===== config.mk =====
export PLATFORM = sky130hd
export DESIGN_NAME = fft_stage_sequencer_flat
export DESIGN_NICKNAME = d
export VERILOG_FILES = /design/src/rtl/fft_stage_sequencer_if.sv /design/src/rtl/fft_stage_sequencer.sv /design/src/flat_wrapper.sv
export SDC_FILE = /design/constraint.sdc
export NUM_CORES = 1
export LEC_CHECK = 0
export BUFFER_PORTS_ARGS = -buffer_cell sky130_fd_sc_hd__buf_2
export CAP_MARGIN = 10
export CELL_PAD_IN_SITES_DETAIL_PLACEMENT = 1
export CELL_PAD_IN_SITES_GLOBAL_PLACEMENT = 1
export CORE_UTILIZATION = 30
export DETAILED_ROUTE_END_ITERATION = 12
export PLACE_DENSITY = 0.75
export SLEW_MARGIN = 0
export SYNTH_ARGS = -nofsm -noshare
export SYNTH_HDL_FRONTEND = slang
export SYNTH_SLANG_ARGS = --single-unit

===== constraint.sdc =====
create_clock -name clk -period 1.93 [get_ports clk]
set_clock_uncertainty 0.15 [all_clocks]
set_input_delay 0.193 -clock clk [delete_from_list [all_inputs] [get_ports clk]]
set_output_delay 0.193 -clock clk [all_outputs]
set_load 0.05 [all_outputs]

===== src/rtl/fft_stage_sequencer_if.sv =====
`default_nettype none
// ----------------------------------------------------------------------------
// fft_stage_sequencer_if : control/status bundle between frame logic, the FFT
// core and the stage sequencer.                           Revision: 1.0
// ----------------------------------------------------------------------------
interface fft_stage_sequencer_if #(
  parameter int STAGE_W = 4,
  parameter int MUL_W   = 4
);
  logic               start;
  logic               hold;
  logic               abort;
  logic [STAGE_W-1:0] stage_select;
  logic [MUL_W-1:0]   mul_count;
  logic               mul_active;
  logic               busy;
  logic               done;
  logic [7:0]         cycle_count;

  modport master (
    output start, hold, abort,
    input  stage_select, mul_count, mul_active, busy, done, cycle_count
  );

  modport slave (
    input  start, hold, abort,
    output stage_select, mul_count, mul_active, busy, done, cycle_count
  );
endinterface
`default_nettype wire


===== src/rtl/fft_stage_sequencer.sv =====
`default_nettype none
// ----------------------------------------------------------------------------
// fft_stage_sequencer : steps the FFT core through the stages of one frame,
// dwelling MUL_LEN cycles on multiply stages.             Revision: 1.0
// ----------------------------------------------------------------------------
module fft_stage_sequencer #(
  parameter int                    NUM_STAGES     = 16,
  parameter int                    STAGE_W        = 4,
  parameter int                    MUL_LEN        = 16,
  parameter int                    MUL_W          = 4,
  parameter logic [NUM_STAGES-1:0] MUL_STAGE_MASK = 16'h2AA8
) (
  input  wire                           clk,
  input  wire                           rst,
  fft_stage_sequencer_if.slave          ctl_if
);

  typedef enum logic [0:0] {
    S_IDLE = 1'b0,
    S_RUN  = 1'b1
  } state_t;

  // Mask widened to the full stage_select range so any index is in bounds.
  localparam int                  C_MASK_W   = 2 ** STAGE_W;
  localparam logic [C_MASK_W-1:0] c_mul_mask = C_MASK_W'(MUL_STAGE_MASK);
  localparam logic [STAGE_W-1:0]  c_last_stg = STAGE_W'(NUM_STAGES - 1);
  localparam logic [MUL_W-1:0]    c_last_mul = MUL_W'(MUL_LEN - 1);

  state_t             state_q, state_d;
  logic [STAGE_W-1:0] stage_q, stage_d;
  logic [MUL_W-1:0]   mul_q,   mul_d;
  logic               busy_q,  busy_d;
  logic               done_q,  done_d;
  logic [7:0]         cyc_q,   cyc_d;

  logic               w_is_mul;
  logic               w_mul_more;
  logic [7:0]         w_cyc_inc;

  assign w_is_mul   = c_mul_mask[stage_q];
  assign w_mul_more = w_is_mul && (mul_q != c_last_mul);
  assign w_cyc_inc  = (cyc_q == 8'hFF) ? cyc_q : cyc_q + 8'd1;

  always_comb begin
    state_d = state_q;
    stage_d = stage_q;
    mul_d   = mul_q;
    busy_d  = busy_q;
    done_d  = 1'b0;
    cyc_d   = cyc_q;
    case (state_q)
      S_IDLE: begin
        if (ctl_if.start) begin
          state_d = S_RUN;
          stage_d = '0;
          mul_d   = '0;
          busy_d  = 1'b1;
          cyc_d   = 8'd1;
        end
      end
      S_RUN: begin
        if (ctl_if.abort) begin
          state_d = S_IDLE;
          stage_d = '0;
          mul_d   = '0;
          busy_d  = 1'b0;
        end else if (!ctl_if.hold) begin
          if (w_mul_more) begin
            mul_d = mul_q + MUL_W'(1);
            cyc_d = w_cyc_inc;
          end else if (stage_q != c_last_stg) begin
            stage_d = stage_q + STAGE_W'(1);
            mul_d   = '0;
            cyc_d   = w_cyc_inc;
          end else begin
            // Leaving RUN: the count already covers the final RUN cycle.
            state_d = S_IDLE;
            stage_d = '0;
            mul_d   = '0;
            busy_d  = 1'b0;
            done_d  = 1'b1;
          end
        end
      end
      default: begin
        state_d = S_IDLE;
        stage_d = '0;
        mul_d   = '0;
        busy_d  = 1'b0;
      end
    endcase
  end

  always_ff @(posedge clk) begin
    if (rst) begin
      state_q <= S_IDLE;
      stage_q <= '0;
      mul_q   <= '0;
      busy_q  <= 1'b0;
      done_q  <= 1'b0;
      cyc_q   <= '0;
    end else begin
      state_q <= state_d;
      stage_q <= stage_d;
      mul_q   <= mul_d;
      busy_q  <= busy_d;
      done_q  <= done_d;
      cyc_q   <= cyc_d;
    end
  end

  assign ctl_if.stage_select = stage_q;
  assign ctl_if.mul_count    = mul_q;
  assign ctl_if.mul_active   = w_is_mul & busy_q;
  assign ctl_if.busy         = busy_q;
  assign ctl_if.done         = done_q;
  assign ctl_if.cycle_count  = cyc_q;

endmodule
`default_nettype wire


===== src/flat_wrapper.sv =====
// flat-port wrapper written by rule: the top's interface ports become plain ports
module fft_stage_sequencer_flat 
#(
  parameter int                    NUM_STAGES     = 16,
  parameter int                    STAGE_W        = 4,
  parameter int                    MUL_LEN        = 16,
  parameter int                    MUL_W          = 4,
  parameter logic [NUM_STAGES-1:0] MUL_STAGE_MASK = 16'h2AA8
)
  (clk, rst, ctl_if_start, ctl_if_hold, ctl_if_abort, ctl_if_stage_select, ctl_if_mul_count, ctl_if_mul_active, ctl_if_busy, ctl_if_done, ctl_if_cycle_count);
  fft_stage_sequencer_if #(.STAGE_W(STAGE_W), .MUL_W(MUL_W)) ctl_if_i ();
  input  wire clk;
  input  wire rst;
  input wire logic [$bits(ctl_if_i.start)-1:0] ctl_if_start;
  input wire logic [$bits(ctl_if_i.hold)-1:0] ctl_if_hold;
  input wire logic [$bits(ctl_if_i.abort)-1:0] ctl_if_abort;
  output wire logic [$bits(ctl_if_i.stage_select)-1:0] ctl_if_stage_select;
  output wire logic [$bits(ctl_if_i.mul_count)-1:0] ctl_if_mul_count;
  output wire logic [$bits(ctl_if_i.mul_active)-1:0] ctl_if_mul_active;
  output wire logic [$bits(ctl_if_i.busy)-1:0] ctl_if_busy;
  output wire logic [$bits(ctl_if_i.done)-1:0] ctl_if_done;
  output wire logic [$bits(ctl_if_i.cycle_count)-1:0] ctl_if_cycle_count;
  assign ctl_if_i.start = ctl_if_start;
  assign ctl_if_i.hold = ctl_if_hold;
  assign ctl_if_i.abort = ctl_if_abort;
  assign ctl_if_stage_select = ctl_if_i.stage_select;
  assign ctl_if_mul_count = ctl_if_i.mul_count;
  assign ctl_if_mul_active = ctl_if_i.mul_active;
  assign ctl_if_busy = ctl_if_i.busy;
  assign ctl_if_done = ctl_if_i.done;
  assign ctl_if_cycle_count = ctl_if_i.cycle_count;
  fft_stage_sequencer #(.NUM_STAGES(NUM_STAGES), .STAGE_W(STAGE_W), .MUL_LEN(MUL_LEN), .MUL_W(MUL_W), .MUL_STAGE_MASK(MUL_STAGE_MASK)) u_core (.clk(clk), .rst(rst), .ctl_if(ctl_if_i));
endmodule

==> results.ini, run 1 <==
[worst_setup_path]
path_cells=ha_4 -> and3_4 -> o2111ai_4 -> a31oi_4 -> or4_1 -> a21oi_2
cp.arrival_ns=2.04
critPathKind=reg2reg
timing.critical_path.max_delay_family=simple AND/OR/NAND/NOR gates
cpPeakStageDelay_ns=0.50
cp_slowest_cell=sky130_fd_sc_hd__or4_1
timing.critical_path.required_ns=2.03
crit_fanout=6
kind_of_capture_point_of_the_worst_setup_path=flip-flop
critical_path.startpoint_type=flip-flop
critical_path.n_buffers_inverters=0

[detailed_routing]
viasPerCell=5.40
detail_route.first_pass.iterations=4
route.antenna.remaining_nets=0
routed-via-count=1091
initialDrtViolationCount=31
wl_per_cell_um=15.1
routed_wl_um=3060
drc=0

[timing]
final_hold_violation_count=0
maxSlewHeadroom_pct=74.1
period_minus_slack_ns=1.94
grt_setup_unrepaired=true
worst_pin_slew_ns=0.386
tns_ns=-0.0118
layout_worst_path_cycle_share_pct=101
worst_path_setup_slack_after_routing_ns=-0.0118
setup-violations-final=1
max_clock_freq_mhz=515
post_route_hold_slack_ns=0.0457
drv_slew=0

[die]
floorplan.die.width_um=61.9
rows=21
fp.coreArea_mm2=0.00339
initial_core_util_pct=31.8
pin_count=24
die_area_mm2=0.00383
chipHeight_um=61.9

[clocking]
tritoncts=done
clock_root_buffer_master=sky130_fd_sc_hd__clkbuf_4
worst_skew_pair_later_pin_latency_ns=0.31
clk_pin_slew_ns=0.11
htree_num_levels=1
clockBufferDepth=2
clock-sinks=20
cts_hold_buffers=0
cts_made_buffers=3

[logic_synthesis]
synthTopCellsByCount=20 x sky130_fd_sc_hd__dfxtp_1, 12 x sky130_fd_sc_hd__a21oi_1, 10 x sky130_fd_sc_hd__o21ai_0
postSynthAreaPerCell_um2=8.69
ys.flop_type=sky130_fd_sc_hd__dfxtp_1
synth.area.top_cells=sky130_fd_sc_hd__dfxtp_1 37%, sky130_fd_sc_hd__a21oi_1 5.6%, sky130_fd_sc_hd__o21ai_0 4.6%
synth_seq_area_share_pct=37.2
synth_enable_flop_cells=0
synthCells=124
synthMostInstantiatedCell=sky130_fd_sc_hd__dfxtp_1
synth-seq-cells=20
netlist-cell-type-count=45
synth-warning-count=0
netlist.area_leader.share_pct=37.2
synthArstFlopShare_pct=0
syn-cell-area_mm2=0.00108
postSynthNetCount=132
synth_top_area_cell=sky130_fd_sc_hd__dfxtp_1

[global_routing]
overall_overflow_remaining_after_global_route=0
first_global_vias=1082
grt.total_usage_pct=18.1
grt_antenna_before_repair=0
grt_start_max_net_pins=17
grt_pass1_wl_um=4990

[power_and_ir_drop]
pwr_density_cell_mw_per_mm2=560
power_w=0.000765
vdd_drop_max_v=0.000203
power.leakage_nw=0.520

[placement]
gpl.final_weighted_congestion=0.798
io_buffers=23
dpl-instance-area_mm2=0.00131
place.detailed.hpwl_um=2390
placedCellCount=197

[final_layout]
final_cells=202
fillerInstances=429
design_area_final_mm2=0.00137
multi_input_comb_area_um2=657
final_net_count=165
final_layout_size_suffix_gt1_share_pct=34.6
areaGrowthSynthToFinish_pct=26.7
insertedDiodeCount=0
ff_latch_area_um2=417

[outcome]
violations_in_the_final_reports=setup timing
outcome=finished with violations

[hold_path]
hold_path.class=in2reg

[job]
drv.max_cap_violation_count=0

## layout by cell type, fill, tap and decap left out, drive strengths merged, types with 2 or more instances in the layout
cell,instances
nor3,2
clkbuf,4
a21oi,12
nand2,6
nor2b,2
buf,32
o31ai,2
inv,4
a31oi,3
nor4,3
nand3,5
and3,2
o21ai,11
or3,4
nand3b,2
nand4,3
o2111ai,3
a211oi,2
nor2,9
or2,2
dfxtp,20
nand2b,4
ha,3
## tightest hold or removal path, cell delays in order
cell,delay (ns)
sky130_fd_sc_hd__buf_2,0.08
sky130_fd_sc_hd__buf_4,0.13
sky130_fd_sc_hd__nor4_1,0.06
## repair_timing
action,CTS,global route
endpoints found under the hold margin,0,0
buffers inserted,1,0
endpoints found under the setup margin,4,5
cloned,0,0
pin swaps,2,0
gates resized for setup,2,1
## cells by family (layout without fill, tap and decap cells)
kind of cell | Yosys count | in the layout | share of synthesized area [%]
AO/OA/AOI/OAI | 40 | 40 | 26.1
adder cells (fa/ha/maj) | 3 | 3 | 3.48
XOR/XNOR | 1 | 1 | 0.813
AND/OR/NAND/NOR | 51 | 51 | 27.3
buffers and inverters | 8 | 40 | 4.18
flip-flops | 20 | 20 | 37.2
multiplexers | 1 | 1 | 0.929
## where the power goes
part,internal [W],leakage [nW],total (W),switching [W]
Combinational,0.0000305,0.332,0.0000923,0.0000618
Clock,0.000115,0.0210,0.000249,0.000134
Sequential,0.000416,0.167,0.000423,0.00000686
## state kept, by name, indices dropped and copies added, names as in the netlist
name	flops
u_core.state_q	1
u_core.ctl_if.stage_select	4
u_core.ctl_if.cycle_count	8
u_core.ctl_if.done	1
u_core.ctl_if.mul_count	4
u_core.ctl_if.busy	1
u_core.w_is_mul	1
## worst paths after layout
check / startpoint / endpoint / slack, ns / cells after the start
worst min register to register: u_core.ctl_if.busy$_SDFFE_PP0P_ / u_core.ctl_if.busy$_SDFFE_PP0P_ / 0.34 / 2
worst min-delay path: ctl_if_hold / u_core.ctl_if.done$_SDFF_PP0_ / 0.05 / 3
worst max register to register: u_core.ctl_if.mul_count[1]$_SDFFE_PP0P_ / u_core.ctl_if.cycle_count[7]$_SDFFE_PP0P_ / -0.01 / 6
worst max-delay path: u_core.ctl_if.mul_count[1]$_SDFFE_PP0P_ / u_core.ctl_if.cycle_count[7]$_SDFFE_PP0P_ / -0.01 / 6
## per-layer routing
| metal | routed length (um) | up-vias | global-route usage, % | part of all wire (%) |
|---|---|---|---|---|
| met4 | 56 | 0 | 9.52 | 1.8 |
| met1 | 1370 | 525 | 20.4 | 45 |
| met5 | 0 | - | 0 | 0 |
| met3 | 91 | 5 | 2.69 | 3.0 |
| met2 | 1540 | 24 | 32.9 | 50 |
| li1 | - | 537 | - | - |
## through the flow
step,util [%],setup slack [ns]
6_report,40.3,-0.0118
5_1_grt,40.3,-0.0661
3_5_place_dp,38.8,-0.0310
3_3_place_gp,38.8,0.0409
4_1_cts,40.2,0.00346
2_1_floorplan,-,-0.0793
## final cells by class
cell class | instances | area share [%]
flip-flops and latches | 20 | 30.5
multi-input cells | 96 | 48.1
well taps | 46 | 4.22
repair buffers | 32 | 13.4
clock buffers | 4 | 2.66
inverters | 4 | 1.10
Power figures use the tool's default switching activity.
==> run 2: changes to the inputs <==
--- a/config.mk
+++ b/config.mk
@@ -12,5 +12,5 @@
 export CORE_UTILIZATION = 30
 export DETAILED_ROUTE_END_ITERATION = 12
-export PLACE_DENSITY = 0.75
+export PLACE_DENSITY = 0.72
 export SLEW_MARGIN = 0
 export SYNTH_ARGS = -nofsm -noshare
==> constraint.sdc (replaced) <==
create_clock -name clk -period 2.1 [get_ports clk]
set_clock_uncertainty 0.15 [all_clocks]
set_input_delay 0.105 -clock clk [delete_from_list [all_inputs] [get_ports clk]]
set_output_delay 0.105 -clock clk [all_outputs]
set_load 0.05 [all_outputs]
==> run 2 against run 1 <==
- largest cell class unchanged
- clock-buffer cell count fell by 1
- via count increased by 2.8%
- critical endpoint is now u_core.ctl_if.cycle_count[2]$_SDFFE_PP0P_
- sequential cell count did not move
- register-to-register slack improved by 0.06 ns
- non-clock buffer count unchanged
- critical path type unchanged
- worst hold slack got worse by 0.016 ns
- worst setup slack improved by 0.058 ns
- the run now ends clean
- core utilization shrank 0.63 points
==> results.ini, run 2 (synthesized netlist as in run 1, its figures left out) <==
[final_layout]
top_library_cells_by_usage_in_the_layout_fill_and_taps_aside=23 x sky130_fd_sc_hd__buf_2, 17 x sky130_fd_sc_hd__dfxtp_1, 11 x sky130_fd_sc_hd__a21oi_1  ; was 23 x sky130_fd_sc_hd__buf_2, 11 x sky130_fd_sc_hd__dfxtp_1, 10 x sky130_fd_sc_hd__o21ai_0, 10 x sky130_fd_sc_hd__a21oi_1, 9 x sky130_fd_sc_hd__buf_4
final_net_count=165  ; unchanged
flip_flop_count_of_the_largest_register_all_copies_and_words_added=8  ; unchanged
mostFrequentLayoutCell=sky130_fd_sc_hd__buf_2  ; unchanged
areaGrowthSynthToFinish_pct=24.7  ; was 26.7%
final_layout_size_suffix_gt1_share_pct=28.8  ; was 34.6%
fillerInstances=415  ; was 429
insertedDiodeCount=0  ; unchanged

[timing]
final_hold_violation_count=0  ; unchanged
setup-violations-final=0  ; was 1
worst_pin_slew_ns=0.472  ; was 0.386 ns
maxSlewHeadroom_pct=68.4  ; was 74.1%
max_clock_freq_mhz=487  ; was 515 MHz
period_minus_slack_ns=2.05  ; was 1.94 ns
layout_worst_path_cycle_share_pct=97.8  ; was 101%
worst_path_setup_slack_after_routing_ns=0.0460  ; was -0.0118 ns
drv_slew=0  ; unchanged
grt_setup_unrepaired=true  ; unchanged

[job]
drv.max_cap_violation_count=0  ; unchanged

[clocking]
cts_made_buffers=3  ; unchanged
htree_num_levels=1  ; unchanged
clk_pin_slew_ns=0.12  ; was 0.11 ns
clockBufferDepth=2  ; unchanged
clock-sinks=20  ; unchanged
clock_root_buffer_master=sky130_fd_sc_hd__clkbuf_4  ; unchanged
worst_skew_pair_later_pin_latency_ns=0.31  ; about the same
tritoncts=done  ; unchanged

[global_routing]
grt_antenna_before_repair=0  ; unchanged
grt_pass1_wl_um=5040  ; was 4990 um
overall_overflow_remaining_after_global_route=0  ; unchanged
grt.total_usage_pct=18.2  ; was 18.1%
grt_start_max_net_pins=17  ; unchanged
first_global_vias=1078  ; was 1,082

[worst_setup_path]
crit_fanout=8  ; was 6
cp.arrival_ns=2.15  ; was 2.04 ns
critPathKind=reg2reg  ; unchanged
timing.critical_path.max_delay_family=compound AO/OA/AOI/OAI gates  ; was simple AND/OR/NAND/NOR gates
ff2ff_path_depth=7  ; was 6
path_cells=ha_2 -> and3_4 -> o2111ai_4 -> a31oi_4 -> buf_4 -> or3_1 -> a21oi_1  ; was ha_4 -> and3_4 -> o2111ai_4 -> a31oi_4 -> or4_1 -> a21oi_2
worst_r2r_startpoint=u_core.ctl_if.mul_count[1]$_SDFFE_PP0P_  ; unchanged
kind_of_capture_point_of_the_worst_setup_path=flip-flop  ; unchanged
worst_setup_path_startpoint=u_core.ctl_if.mul_count[1]$_SDFFE_PP0P_  ; unchanged
cp_slowest_cell=sky130_fd_sc_hd__dfxtp_4  ; was sky130_fd_sc_hd__or4_1
critical_path.n_buffers_inverters=1  ; was 0
cpPeakStageDelay_ns=0.37  ; was 0.50 ns
critical_path.startpoint_type=flip-flop  ; unchanged
timing.critical_path.required_ns=2.20  ; was 2.03 ns
crit-reg2reg-capture=u_core.ctl_if.cycle_count[2]$_SDFFE_PP0P_  ; was u_core.ctl_if.cycle_count[7]$_SDFFE_PP0P_
critical_path_cell_count=7  ; was 6
regToRegSetupSlack_ns=0.05  ; was -0.01 ns
critical_path_end=u_core.ctl_if.cycle_count[2]$_SDFFE_PP0P_  ; was u_core.ctl_if.cycle_count[7]$_SDFFE_PP0P_

[detailed_routing]
drc=0  ; unchanged
detail_route.first_pass.iterations=4  ; unchanged
wl_met2_um=1630  ; was 1540 um
met3_wirelength_um=143  ; was 91 um
viasPerCell=5.55  ; was 5.40
wl_per_cell_um=15.8  ; was 15.1 um
route.top_layer_used=met4  ; unchanged
routed_wl_um=3200  ; was 3060 um
route.antenna.remaining_nets=0  ; unchanged
wire_length_the_detailed_router_placed_on_met1_um=1340  ; was 1370 um
initialDrtViolationCount=49  ; was 31
routed-via-count=1122  ; was 1,091

[die]
chipHeight_um=61.9  ; unchanged
initial_core_util_pct=31.8  ; unchanged
floorplan.die.width_um=61.9  ; unchanged
rows=21  ; unchanged
pin_count=24  ; unchanged
fp.coreArea_mm2=0.00339  ; unchanged
die_area_mm2=0.00383  ; unchanged

[power_and_ir_drop]
vdd_drop_max_v=0.000201  ; was 0.000203 V
power.leakage_nw=0.510  ; was 0.520 nW
power_w=0.000665  ; was 0.000765 W
pwr_density_cell_mw_per_mm2=495  ; was 560 mW/mm^2

[placement]
dp_worst_setup_slack_ns=0.0363  ; was -0.0310 ns
gpl.final_weighted_congestion=0.832  ; was 0.798
place.detailed.hpwl_um=2310  ; was 2390 um
io_buffers=23  ; unchanged

[hold_path]
hold_path.class=in2reg  ; unchanged

[outcome]
outcome=finished, final reports clean  ; was finished with violations

## run 2: cell count changes in the layout (fill, tap and decap cells not counted), moves of 2 or more
cell	delta
sky130_fd_sc_hd__buf_4	-2
sky130_fd_sc_hd__dfxtp_2	-6
sky130_fd_sc_hd__dlygate4sd3_1	+2
sky130_fd_sc_hd__dfxtp_1	+6
## run 2: repair_timing
| item | in CTS | in global routing |
|---|---|---|
| setup endpoints to repair | 0 | 3 |
| endpoints found under the hold margin | 2 | 0 |
| resized for setup | 0 | 4 |
| hold buffers | 2 | 0 |
| buffers inserted | 0 | 5 |
## run 2: worst min path at each step
stage | depth (start not counted) | startpoint | endpoint
final | 3 | ctl_if_start | u_core.state_q$_SDFF_PP0_
after global routing | 4 | ctl_if_abort | u_core.state_q$_SDFF_PP0_
after CTS | 4 | ctl_if_abort | u_core.state_q$_SDFF_PP0_
after detailed placement | 2 | ctl_if_hold | u_core.ctl_if.done$_SDFF_PP0_
after global placement | 2 | ctl_if_hold | u_core.ctl_if.done$_SDFF_PP0_
after floorplan | 1 | ctl_if_hold | u_core.ctl_if.done$_SDFF_PP0_
## run 2: metrics by stage
stage	hold WS [ns]	instances	cell area [um^2]	TNS [ns]	utilization, %
5_1_grt	0.0521	202	1340	-0.0588	39.6
3_5_place_dp	0.247	191	1240	0	36.7
2_1_floorplan	0.0335	124	1090	0	-
4_1_cts	0.0436	197	1290	0	38.1
6_report	0.0295	202	1340	0	39.6
3_3_place_gp	0.243	191	1240	0	36.7
## run 2: cell type report
cell class	instances	area (um^2)	share of cell area [%]
clock buffers	3	22.5	1.68
repair buffers	32	188	14.0
inverters	4	15.0	1.12
clock inverters	1	3.75	0.279
multi-input cells	96	648	48.2
flip-flops and latches	20	409	30.4
well taps	46	57.6	4.28
## run 2: layer usage
metal / track usage [%] / up-vias
li1: - / 538
met1: 21.1 / 544
met2: 31.0 / 31
met3: 3.73 / 9
met4: 10.8 / 0
met5: 0 / -
## run 2: tightest hold or removal path, stage by stage
cell                       delay, ns
sky130_fd_sc_hd__buf_2          0.11
sky130_fd_sc_hd__nand2b_1       0.16
sky130_fd_sc_hd__a21oi_1        0.08
## run 2: power by group
part           switching [W]  total (W)  internal (W)
Sequential        0.00000793   0.000390      0.000383
Combinational      0.0000565  0.0000844     0.0000279
Clock               0.000121   0.000190     0.0000695
Total               0.000185   0.000665      0.000480
